--- src/rtl/alu_share_arbiter.sv ---
// alu_share_arbiter
// Shares one combinational ALU between the execute stage (requester 0) and the
// branch/address-generation path (requester 1). Round-robin arbitration on a
// valid/ready request channel; granted operands are registered and drive the
// ALU; the ALU result is captured and returned on a held response channel
// tagged with the requester id.
//
// Build option: define ALU_ARB_B2B_EN to let arbitration also run in the
// response cycle where rsp_ready is high, so a new request is accepted on the
// same edge that retires the response (one result every 2 cycles instead of 3).
//
// Handshake rules (request and response channels alike): a transfer happens
// on a rising edge where valid and ready are both high. The sender holds
// valid and payload stable until that edge. Ready never waits on a future
// valid, and the receiver only samples payload on the transfer edge.
//
// FSM state is visible on dbg_state (0 = IDLE, 1 = EXEC, 2 = RESP).

module alu_share_arbiter #(
  parameter int DATA_W  = 32,
  parameter bit RR_INIT = 1'b0
) (
  input  logic              clk,
  input  logic              rst_n,
  input  logic              req0_valid,
  input  logic              req1_valid,
  output logic              req0_ready,
  output logic              req1_ready,
  input  logic [4:0]        req0_opcode,
  input  logic [4:0]        req1_opcode,
  input  logic [2:0]        req0_func3,
  input  logic [2:0]        req1_func3,
  input  logic              req0_func7,
  input  logic              req1_func7,
  input  logic [DATA_W-1:0] req0_op1,
  input  logic [DATA_W-1:0] req0_op2,
  input  logic [DATA_W-1:0] req1_op1,
  input  logic [DATA_W-1:0] req1_op2,
  output logic [4:0]        alu_opcode,
  output logic [2:0]        alu_func3,
  output logic              alu_func7,
  output logic [DATA_W-1:0] alu_operand1,
  output logic [DATA_W-1:0] alu_operand2,
  input  logic [DATA_W-1:0] alu_out,
  output logic              rsp_valid,
  output logic              rsp_id,
  output logic [DATA_W-1:0] rsp_data,
  input  logic              rsp_ready,
  output logic              busy,
  output logic [1:0]        dbg_state
);

`ifdef ALU_ARB_B2B_EN
  localparam bit B2B = 1'b1;
`else
  localparam bit B2B = 1'b0;
`endif

  typedef enum logic [1:0] {
    S_IDLE = 2'd0,
    S_EXEC = 2'd1,
    S_RESP = 2'd2
  } state_t;

  state_t              r_state;
  logic                r_rr_ptr;
  logic                r_id;
  logic [4:0]          r_opcode;
  logic [2:0]          r_func3;
  logic                r_func7;
  logic [DATA_W-1:0]   r_op1;
  logic [DATA_W-1:0]   r_op2;
  logic                r_rsp_valid;
  logic                r_rsp_id;
  logic [DATA_W-1:0]   r_rsp_data;

  logic                w_arb_open;
  logic                w_win1;
  logic                w_grant;
  logic [4:0]          w_sel_opcode;
  logic [2:0]          w_sel_func3;
  logic                w_sel_func7;
  logic [DATA_W-1:0]   w_sel_op1;
  logic [DATA_W-1:0]   w_sel_op2;

  // Arbitration window: IDLE, or the retiring RESP cycle when back-to-back is
  // built in. Held closed during reset so no requester sees ready.
  assign w_arb_open = rst_n &&
                      ((r_state == S_IDLE) ||
                       (B2B && (r_state == S_RESP) && rsp_ready));

  // Requester 1 wins when it is alone, or when both are valid and it holds priority.
  assign w_win1  = req1_valid && (!req0_valid || r_rr_ptr);
  assign w_grant = w_arb_open && (req0_valid || req1_valid);

  assign req0_ready = w_grant && !w_win1;
  assign req1_ready = w_grant &&  w_win1;

  // Payload of the current winner, only consumed on a grant edge.
  always_comb begin
    w_sel_opcode = req0_opcode;
    w_sel_func3  = req0_func3;
    w_sel_func7  = req0_func7;
    w_sel_op1    = req0_op1;
    w_sel_op2    = req0_op2;
    if (w_win1) begin
      w_sel_opcode = req1_opcode;
      w_sel_func3  = req1_func3;
      w_sel_func7  = req1_func7;
      w_sel_op1    = req1_op1;
      w_sel_op2    = req1_op2;
    end
  end

  // Control FSM with registered ALU drive and response channel.
  always_ff @(posedge clk or negedge rst_n) begin
    if (!rst_n) begin
      r_state     <= S_IDLE;
      r_rr_ptr    <= RR_INIT;
      r_id        <= 1'b0;
      r_opcode    <= '0;
      r_func3     <= '0;
      r_func7     <= 1'b0;
      r_op1       <= '0;
      r_op2       <= '0;
      r_rsp_valid <= 1'b0;
      r_rsp_id    <= 1'b0;
      r_rsp_data  <= '0;
    end else begin
      // A grant can only occur in IDLE or in a retiring RESP cycle.
      if (w_grant) begin
        r_opcode <= w_sel_opcode;
        r_func3  <= w_sel_func3;
        r_func7  <= w_sel_func7;
        r_op1    <= w_sel_op1;
        r_op2    <= w_sel_op2;
        r_id     <= w_win1;
        r_rr_ptr <= ~w_win1;
      end
      case (r_state)
        S_IDLE: begin
          if (w_grant) r_state <= S_EXEC;
        end
        S_EXEC: begin
          r_rsp_data  <= alu_out;
          r_rsp_id    <= r_id;
          r_rsp_valid <= 1'b1;
          r_state     <= S_RESP;
        end
        S_RESP: begin
          if (rsp_ready) begin
            r_rsp_valid <= 1'b0;
            r_state     <= w_grant ? S_EXEC : S_IDLE;
          end
        end
        default: r_state <= S_IDLE;
      endcase
    end
  end

  assign alu_opcode   = r_opcode;
  assign alu_func3    = r_func3;
  assign alu_func7    = r_func7;
  assign alu_operand1 = r_op1;
  assign alu_operand2 = r_op2;
  assign rsp_valid    = r_rsp_valid;
  assign rsp_id       = r_rsp_id;
  assign rsp_data     = r_rsp_data;
  assign busy         = (r_state != S_IDLE);
  assign dbg_state    = r_state;

endmodule
--- config.mk ---
export PLATFORM = sky130hd
export DESIGN_NAME = alu_share_arbiter
export DESIGN_NICKNAME = d
export VERILOG_FILES = /design/src/rtl/alu_share_arbiter.sv
export SDC_FILE = /design/constraint.sdc
export NUM_CORES = 1
export LEC_CHECK = 0
export ABC_AREA = 1
export CAP_MARGIN = 25
export CORE_ASPECT_RATIO = 2
export CORE_MARGIN = 3
export CORE_UTILIZATION = 39
export DETAILED_ROUTE_END_ITERATION = 8
export GPL_TIMING_DRIVEN = 1
export PLACE_DENSITY = 0.81
export SYNTH_ARGS = -nofsm -noshare
export SYNTH_HDL_FRONTEND = slang
export SYNTH_SLANG_ARGS = --single-unit
--- constraint.sdc ---
create_clock -name clk -period 1.35 [get_ports clk]
set_input_delay 0.135 -clock clk [delete_from_list [all_inputs] [get_ports clk]]
set_output_delay 0.135 -clock clk [all_outputs]
set_load 0.01 [all_outputs]
==> impl_metrics.ini <==
[detailed_routing]
drt_iter0_markers = 192
wirelength_um = 18470
routedWlPerCell_um = 15.70
antenna_left = 0
firstDrtPassIters = 4
route.detailed.vias_per_inst = 4.831
drc_errors = 0
via_count = 5681

[worst_setup_path]
start_kind = register
cp_common_cell = buf_6
timing.critical_path.from = dbg_state[1]$_DFFE_PN0P_
critPathCaptureType = primary output
cpMaxStageDelayCell = dfrtp_1
cp_max_fo = 2
reg2reg_from = dbg_state[1]$_DFFE_PN0P_
cp.required_ns = 1.22
critPathKind = register to primary output
cp_cell_sequence = inv_2 > nand2_4 > nor3_4 > buf_6 > buf_6 > nand2_4 > inv_2 > buf_6
max_stage_delay_ns = 0.39
cp.arrival_ns = 1.41

[placement]
dp_worst_setup_slack_ns = -0.4425
placedCellCount = 1151
hpwl_um = 13680
portBuffers = 294
gp_congestion = 0.8310

[global_routing]
grt-ovfl-total = 0
grt_use_total = 0.2463
grt_pass1_wl_um = 28420
grt_pass1_vias = 5636
grt_antenna_before_repair = 2
grt_start_max_net_pins = 71

[power_and_ir_drop]
power.share.clock = 0.181
p_int_w = 0.009113
leakage_nw = 4.781
p_per_area_nw_per_um2 = 1693
pwr-share-seq = 0.375
combPwrFrac = 0.444
p_sw_frac = 0.3809
switchingPower_w = 0.005607
vdd_drop_max_uv = 870.4

[cts]
clockBufferDepth = 2
path_clk_slew_ns = 0.09
ctsRootBufferMaster = clkbuf_16
cts.sinks = 111
cts_made_buffers = 9
h-tree-depth = 3
insertion_delay_ns = 0.35
cts_tree = yes

[sta]
layout_min_cycle_time_ns = 1.545
setup_viol = 56
fmax_mhz = 647.1
post-route-period-util = 1.145
worst_hold_slack_ns = 0.3123
hold_viol = 0
tightest_slew_ns = 0.6399
fin_ws_ns = -0.1953
slew_viol_final = 0
slew_headroom = 0.5734
rsz0062_at_grt = yes
fin_worst_skew_ns = 0.01392

[finish]
drive_gt1_frac = 0.06849
final_common_cell = nand2_1
final_cell_mix = nand2_1 (469), clkdlybuf4s50_1 (180), dfrtp_1 (111)
fin_cells = 1176
n_fill_cell = 1142
area_growth_pct = 65.67
nets = 1200

[die]
io-pin-count = 295
dieWidth_um = 88.02
initial_core_util = 0.4016
core_area_um2 = 13070
rows = 59
die_area_um2 = 14970
die_y_um = 170.0

[yosys]
synth_top_area_frac = 0.5293
ys.warnings.count = 0
yosysUniqueCellTypes = 14
synth.area.top_cells = dfrtp_1 (53%), nand2_1 (34%), nand3_1 (7.2%)
synth_cells = 721
netlist_area_um2 = 5248
synth_seq_area_share = 0.5293
synth-seq-cells = 111
postSynthNetCount = 904
synth.largest_area_cell = dfrtp_1
syn_avg_cell_area_um2 = 7.278

[flow_run]
drv_cap = 0

[min_path]
hold_path.class = input port to register
hp-start = alu_out[21]

[run_status]
violations = setup timing
status = complete, but fails checks
==> worst paths after layout <==
| kind | to | slack (ns) | depth (start not counted) |
|---|---|---|---|
| max in group asynchronous | alu_operand2[21]$_DFFE_PN0P_ | 0.38 | 4 |
| worst max register to register | alu_func3[1]$_DFFE_PN0P_ | -0.06 | 8 |
| worst min register to register | rsp_data[2]$_DFFE_PN0P_ | 0.47 | 2 |
| worst min-delay path | rsp_data[21]$_DFFE_PN0P_ | 0.31 | 3 |
| min in group asynchronous | alu_operand1[21]$_DFFE_PN0P_ | 0.50 | 4 |
| worst max-delay path | req0_ready | -0.20 | 8 |
==> cells by family (layout without fill, tap and decap cells) <==
group           count (synthesis)  in the layout  synth area share
compound gates                  2              2          0.001908
simple gates                  553            553            0.4151
other cells                     0              2                 0
flops                         111            111            0.5293
buf+inv                        55            356           0.05364
==> worst max-delay path: cells and delay by family, from the launching register on <==
family,cells,cell delay [ns]
buffers and inverters,5,0.44
flip-flops,1,0.39
AND/OR/NAND/NOR,3,0.25
==> synthesized netlist by cell type <==
cell and instances:
nand2_1 474, dfrtp_1 111, nand3_1 75, buf_2 30, clkbuf_1 9, inv_1 6
buf_6 4, inv_2 3, buf_4 2, nor2_1 2, o21ai_0 2, buf_1 1
nor2_2 1, nor3_2 1
==> power groups by stage <==
stage | Clock (W) | Sequential, W | Combinational [W]
3_5_place_dp | 0 | 0.00561 | 0.00750
3_3_place_gp | 0 | 0.00557 | 0.00739
5_1_grt | 0.00285 | 0.00570 | 0.00723
4_1_cts | 0.00273 | 0.00552 | 0.00662
6_report | 0.00266 | 0.00552 | 0.00654
2_1_floorplan | 0 | 0.00631 | 0.00219
==> stage by stage <==
| step | total power, W | TNS [ns] | instance area [um2] | util |
|---|---|---|---|---|
| after floorplan | 0.008507 | 0 | 5248 | - |
| after global placement | 0.01296 | -17.44 | 8417 | 0.6442 |
| after detailed placement | 0.01312 | -19.84 | 8417 | 0.6442 |
| after CTS | 0.01488 | -11.42 | 8662 | 0.6629 |
| after global routing | 0.01578 | -7.764 | 8693 | 0.6653 |
| final | 0.01472 | -1.484 | 8693 | 0.6653 |
==> layout make-up <==
class,instances,area [um2],share of cell area
inverters,9,33.78,0.003886
repair buffers,331,3152,0.3625
diodes,2,5.005,0.0005757
flip-flops and latches,111,2778,0.3195
clock inverters,7,77.57,0.008923
multi-input cells,555,2232,0.2568
clock buffers,9,225.2,0.02591
well taps,152,190.2,0.02188
==> sequential cells by signal, summed over array words and instances, names as in the netlist <==
| register | count |
|---|---|
| r_rr_ptr | 1 |
| alu_operand2 | 32 |
| alu_opcode | 5 |
| rsp_id | 1 |
| alu_func7 | 1 |
| r_id | 1 |
| rsp_data | 32 |
| alu_func3 | 3 |
| dbg_state | 2 |
| rsp_valid | 1 |
| alu_operand1 | 32 |
==> layer usage <==
layer	wire, um	global-route usage	vias to the layer above
li1	-	-	2799
met1	6518	0.2759	2587
met2	9627	0.4215	236
met3	1368	0.06153	59
met4	950	0.1303	0
met5	0	0	-
==> timing repair <==
action                                  CTS  global route
setup buffers                             7             2
pin swaps                                 2             2
hold endpoints to repair                 41             0
endpoints found under the setup margin  167           149
hold buffers                              1             0
resized for setup                       132            12
Power figures use the tool's default switching activity.
